==> config.mk <==
export PLATFORM = sky130hd
export DESIGN_NAME = phy_mem_ctrl
export DESIGN_NICKNAME = d
export VERILOG_FILES = /design/src/rtl/phy_mem_ctrl_pkg.sv /design/src/rtl/phy_mem_ctrl.sv
export SDC_FILE = /design/constraint.sdc
export NUM_CORES = 1
export LEC_CHECK = 0
export BUFFER_PORTS_ARGS = -buffer_cell sky130_fd_sc_hd__buf_2
export CELL_PAD_IN_SITES_DETAIL_PLACEMENT = 1
export CELL_PAD_IN_SITES_GLOBAL_PLACEMENT = 1
export CORE_UTILIZATION = 40
export DETAILED_ROUTE_END_ITERATION = 16
export PLACE_DENSITY_LB_ADDON = 0.1
export SYNTH_ARGS = -nofsm -noshare
export SYNTH_HDL_FRONTEND = slang
export SYNTH_SLANG_ARGS = --single-unit
==> constraint.sdc <==
create_clock -name clk -period 7 [get_ports clk]
set_input_delay 0.35 -clock clk [delete_from_list [all_inputs] [get_ports clk]]
set_output_delay 0.35 -clock clk [all_outputs]
set_load 0.01 [all_outputs]
==> src/rtl/phy_mem_ctrl_pkg.sv <==
// Shared definitions for the physical SRAM controller: state encoding,
// SRAM geometry and the physical address range check.
package phy_mem_ctrl_pkg;

  localparam int SRAM_ADDR_WIDTH      = 20;
  localparam int SRAM_PHYS_LIMIT_BITS = 22;
  localparam int CNT_W                = 2;

  typedef enum logic [2:0] {
    ST_IDLE     = 3'd0,
    ST_RD       = 3'd1,
    ST_WR_SETUP = 3'd2,
    ST_WR_PULSE = 3'd3,
    ST_WR_HOLD  = 3'd4,
    ST_DONE1    = 3'd5
  } memctrl_state_e;

  // Any address bit above the SRAM's 4 MiB window makes the access out-of-range.
  function automatic logic is_out_of_range(input logic [31:0] addr);
    return addr[31:SRAM_PHYS_LIMIT_BITS] != '0;
  endfunction

endpackage

==> src/rtl/phy_mem_ctrl.sv <==
// Physical memory controller: turns the CPU's level-held dev_mem request into
// timed asynchronous-SRAM read/write cycles. Completed requests are remembered
// by tag so a request still held after completion is not reissued.
//
// Handshake: the CPU holds addr/is_write/data_out stable while dev_mem_busy is
// high. busy is combinational and rises in the same cycle a new (untagged)
// request appears; the request is complete in the first cycle busy reads low,
// and dev_mem_data_in is valid from that cycle until the next read completes.
module phy_mem_ctrl
  import phy_mem_ctrl_pkg::*;
#(
  parameter int READ_CYCLES  = 2,
  parameter int WRITE_CYCLES = 2
) (
  input  logic        clk,
  input  logic        rst,
  input  logic [31:0] dev_mem_addr,
  input  logic [31:0] dev_mem_data_out,
  input  logic        dev_mem_is_write,
  output logic [31:0] dev_mem_data_in,
  output logic        dev_mem_busy,
  output logic [SRAM_ADDR_WIDTH-1:0] sram_addr,
  input  logic [31:0] sram_dq_in,
  output logic [31:0] sram_dq_out,
  output logic        sram_dq_oe,
  output logic        sram_ce_n,
  output logic        sram_oe_n,
  output logic        sram_we_n
);

  localparam logic [CNT_W-1:0] RD_CNT_INIT = CNT_W'(READ_CYCLES - 1);
  localparam logic [CNT_W-1:0] WR_CNT_INIT = CNT_W'(WRITE_CYCLES - 1);

  memctrl_state_e   state, state_next;
  logic [CNT_W-1:0] cnt, cnt_next;

  // Tag of the access in flight and of the last completed access.
  logic [31:0] lat_addr;
  logic [31:0] lat_data;
  logic        lat_is_write;
  logic [31:0] done_addr;
  logic [31:0] done_data;
  logic        done_is_write;
  logic        done_valid;

  logic new_request;
  logic latch_req;
  logic complete;
  logic capture_rd;
  logic zero_rd;

  // A request is new unless it matches the last completed tag exactly;
  // write data only takes part in the tag for writes.
  always_comb begin
    new_request = !done_valid
               || (dev_mem_addr != done_addr)
               || (dev_mem_is_write != done_is_write)
               || (dev_mem_is_write && (dev_mem_data_out != done_data));
  end

  assign dev_mem_busy = new_request || (state != ST_IDLE);

  // Next-state and per-cycle control decode.
  always_comb begin
    state_next = state;
    cnt_next   = cnt;
    latch_req  = 1'b0;
    complete   = 1'b0;
    capture_rd = 1'b0;
    zero_rd    = 1'b0;
    case (state)
      ST_IDLE: begin
        if (new_request) begin
          latch_req = 1'b1;
          if (is_out_of_range(dev_mem_addr)) begin
            state_next = ST_DONE1;
          end else if (dev_mem_is_write) begin
            state_next = ST_WR_SETUP;
          end else begin
            state_next = ST_RD;
            cnt_next   = RD_CNT_INIT;
          end
        end
      end
      ST_RD: begin
        if (cnt == '0) begin
          capture_rd = 1'b1;
          complete   = 1'b1;
          state_next = ST_IDLE;
        end else begin
          cnt_next = cnt - 1'b1;
        end
      end
      ST_WR_SETUP: begin
        state_next = ST_WR_PULSE;
        cnt_next   = WR_CNT_INIT;
      end
      ST_WR_PULSE: begin
        if (cnt == '0) begin
          state_next = ST_WR_HOLD;
        end else begin
          cnt_next = cnt - 1'b1;
        end
      end
      ST_WR_HOLD: begin
        complete   = 1'b1;
        state_next = ST_IDLE;
      end
      ST_DONE1: begin
        complete   = 1'b1;
        zero_rd    = !lat_is_write;
        state_next = ST_IDLE;
      end
      default: begin
        state_next = ST_IDLE;
      end
    endcase
  end

  // State register and cycle counter.
  always_ff @(posedge clk or posedge rst) begin
    if (rst) begin
      state <= ST_IDLE;
      cnt   <= '0;
    end else begin
      state <= state_next;
      cnt   <= cnt_next;
    end
  end

  // Latch the accepted request tag and record it as done on completion.
  always_ff @(posedge clk or posedge rst) begin
    if (rst) begin
      lat_addr      <= '0;
      lat_data      <= '0;
      lat_is_write  <= 1'b0;
      done_addr     <= '0;
      done_data     <= '0;
      done_is_write <= 1'b0;
      done_valid    <= 1'b0;
    end else begin
      if (latch_req) begin
        lat_addr     <= dev_mem_addr;
        lat_data     <= dev_mem_data_out;
        lat_is_write <= dev_mem_is_write;
      end
      if (complete) begin
        done_addr     <= lat_addr;
        done_data     <= lat_data;
        done_is_write <= lat_is_write;
        done_valid    <= 1'b1;
      end
    end
  end

  // Read data register: SRAM data on a real read, zero on an out-of-range read.
  always_ff @(posedge clk or posedge rst) begin
    if (rst) begin
      dev_mem_data_in <= '0;
    end else if (capture_rd) begin
      dev_mem_data_in <= sram_dq_in;
    end else if (zero_rd) begin
      dev_mem_data_in <= '0;
    end
  end

  // SRAM pins registered from the next state so strobes are glitch-free and
  // address/data only move when leaving IDLE.
  always_ff @(posedge clk or posedge rst) begin
    if (rst) begin
      sram_addr   <= '0;
      sram_dq_out <= '0;
      sram_dq_oe  <= 1'b0;
      sram_ce_n   <= 1'b1;
      sram_oe_n   <= 1'b1;
      sram_we_n   <= 1'b1;
    end else begin
      if (latch_req) begin
        sram_addr <= dev_mem_addr[SRAM_PHYS_LIMIT_BITS-1:2];
        if (dev_mem_is_write) begin
          sram_dq_out <= dev_mem_data_out;
        end
      end
      sram_ce_n  <= !(state_next inside {ST_RD, ST_WR_SETUP, ST_WR_PULSE, ST_WR_HOLD});
      sram_oe_n  <= !(state_next == ST_RD);
      sram_we_n  <= !(state_next == ST_WR_PULSE);
      sram_dq_oe <= state_next inside {ST_WR_SETUP, ST_WR_PULSE, ST_WR_HOLD};
    end
  end

endmodule

==> flow_summary.yaml <==
floorplanning:
  chipHeight_um: 148
  coreArea_um2: 21000
  start_util: 0.407
  rows: 53
  die_w_um: 148
  dieArea_um2: 22000
  num_io_pins: 188
placed_design:
  dp_slack_ps: 3720
  dpl.hpwl_mm: 12.9
  dp.cells: 1011
  gp_congestion: 0.727
  numPortBuffers: 187
cts:
  cts_buffers: 24
  cts_resized: 0
  ctsRootBufferMaster: "clkbuf_16"
  htree_levels: 1
  worstSkewPairLatency_ps: 510
  holdBufCountCts: 0
  path_clk_slew_ps: 60
  cts_tree: "done"
  clkSinkCount: 204
  clk_path_buf_depth: 3
  cts_setup_buffers: 0
grt:
  antenna_found_initial: 0
  grt_pass1_wl_mm: 31.1
  gr-total-overflow: 0
  grt_pass1_vias: 5901
  track_usage: 0.178
  grt_max_degree: 125
synthesis:
  synthTopCellsByArea: "dfrtp_1 (59%), mux2_2 (21%), xnor2_1 (3.8%)"
  synth-seq-cells: 204
  ys.flop_type: "dfrtp_1"
  yosysUniqueCellTypes: 39
  syn_nets: 689
  synth_top_area_cell: "dfrtp_1"
  synth.yosys.seq_area_share: 0.597
  synth_top_area_share: 0.588
  synth_edf_count: 0
  syn_area_um2: 8550
  synth.avg_cell_area_um2: 14.5
  async_flop_share: 1.00
  netlist_instances: 589
  yosys_warnings: 0
finish:
  drive_gt1_frac: 0.518
  multiInputGateArea_um2: 3170
  fillCellCount: 2156
  layout_common_cells: "dfrtp_1 (201), buf_2 (187), mux2_2 (161), xnor2_1 (37), a22o_1 (32)"
  fin_nets: 862
  seq_area_um2: 5110
  area_delta_synth_final_pct: 21.5
  antenna_cells: 0
  final_common_cell: "dfrtp_1"
  fin_cells: 1053
critical_path:
  arrival_ps: 2880
  crit_type: "reg -> out"
  cp_max_fo: 6
  end_kind: "output port"
  reg2reg_depth: 7
  r2r-end: "lat_addr[4]"
  crit_path_start_kind: "register"
  ff2ff_setup_slack_ps: 3880
  r2r_start: "done_addr[26]"
  cp.required_ps: 6650
routing:
  drt_pass1_iterations: 4
  viasPerCell: 5.03
  wirelength_mm: 19.0
  wire_per_inst_um: 18.1
  dr.first_iter.drc_count: 150
  drcViolationCount: 0
  vias: 5301
  ant_nets: 0
power_and_ir_drop:
  power.switching_uw: 618
  p_clk_frac: 0.444
  sw_frac_of_total: 0.229
  p_int_mw: 2.08
  ir_worst_vdd_mv: 0.173
  leakage_nw: 4.75
  seqPwrFrac: 0.474
  comb_power_share: 0.083
  power_density_nw_per_um2: 259
sta:
  skew_ps: 12.0
  slew_headroom: 0.256
  period_needed_ps: 3230
  rsz0062_at_grt: "no"
  hold_slack_ps: 20.6
  min_period_over_period: 0.462
  layout_setup_ws_ps: 3770
  slew_viol_final: 0
  fmax_mhz: 309
  worst_pin_slew_ps: 1110
  tns_ps: 0
  setup_violations: 0
  finalHoldViolCount: 0
outcome:
  status: "completed"
run:
  cap_violations: 0
min_path:
  hp-class: "in -> async"
==> registers in the layout, summed over array words and instances, names as in the netlist, 2 cells and up <==
| register | cells |
|---|---|
| done_addr | 32 |
| done_data | 32 |
| state | 3 |
| cnt | 2 |
| lat_data | 32 |
| sram_dq_out | 32 |
| dev_mem_data_in | 32 |
| lat_addr | 32 |
==> per-stage QoR <==
stage           util  power [mW]  instance area [um2]
2_1_floorplan      -        1.43                 8550
3_3_place_gp   0.457        1.51                 9610
3_5_place_dp   0.457        1.53                 9610
4_1_cts        0.494        2.74                10400
5_1_grt        0.494        2.81                10400
6_report       0.494        2.69                10400
==> worst max-delay path: stages, from the launching register on <==
cell and delay, ps:
dfrtp_1 390, xor2_1 170, nor4_1 430, nand4_1 260
nor4_4 590, o21a_1 300, nand2_1 70, buf_2 160
==> Yosys cell counts, drive strengths merged (2+ instances only) <==
library cell	instances
dfrtp	201
mux2	161
xnor2	37
buf	33
a22o	32
xor2	27
clkbuf	12
nand2	12
nand4	10
nor4	10
nor2	8
a21oi	5
inv	4
nand3	4
nor3	4
o21ai	4
dfstp	3
and3	2
nand2b	2
o22a	2
o22ai	2
or2	2
==> metal layers <==
layer | global-route usage | share of wire
met5 | 0 | 0
met1 | 0.225 | 0.43
met2 | 0.317 | 0.51
met4 | 0.0448 | 0.019
met3 | 0.0291 | 0.039
==> layout make-up <==
class | instances | area share
Clock inverter | 5 | 0.00373
Tap cell | 275 | 0.0331
Sequential cell | 204 | 0.492
Clock buffer | 37 | 0.0712
Inverter | 4 | 0.00217
Multi-Input combinational cell | 336 | 0.305
Timing Repair Buffer | 192 | 0.0937
==> worst max-delay path by stage <==
stage                     startpoint            to  slack (ps)  cells after the start
detailed placement  dev_mem_addr[26]   lat_data[5]        3720                      8
CTS                    done_addr[26]  dev_mem_busy        3700                      7
finish                 done_addr[26]  dev_mem_busy        3770                      7
floorplan                        rst        cnt[0]        1090                      1
global route           done_addr[26]  dev_mem_busy        3590                      7
global placement    dev_mem_addr[26]   lat_addr[6]        3800                      8
==> cell families after synthesis <==
| family | after synthesis | share of synthesized area |
|---|---|---|
| xor gates and xnor gates | 64 | 0.0655 |
| AOI/OAI and AO/OA | 54 | 0.0515 |
| adders and majority gates | 1 | 0.00146 |
| buffers and inverters | 49 | 0.0363 |
| DFF | 204 | 0.597 |
| and+or+nand+nor | 56 | 0.0358 |
| muxes | 161 | 0.212 |
==> power groups by stage <==
stage / sequential (mW) / combinational, mW / clock [mW]
final: 1.28 / 0.223 / 1.19
after global routing: 1.28 / 0.248 / 1.28
after detailed placement: 1.30 / 0.228 / 0
after floorplan: 1.30 / 0.130 / 0
after CTS: 1.28 / 0.230 / 1.23
after global placement: 1.29 / 0.220 / 0
Note: power is estimated with default switching activity, not from simulation.
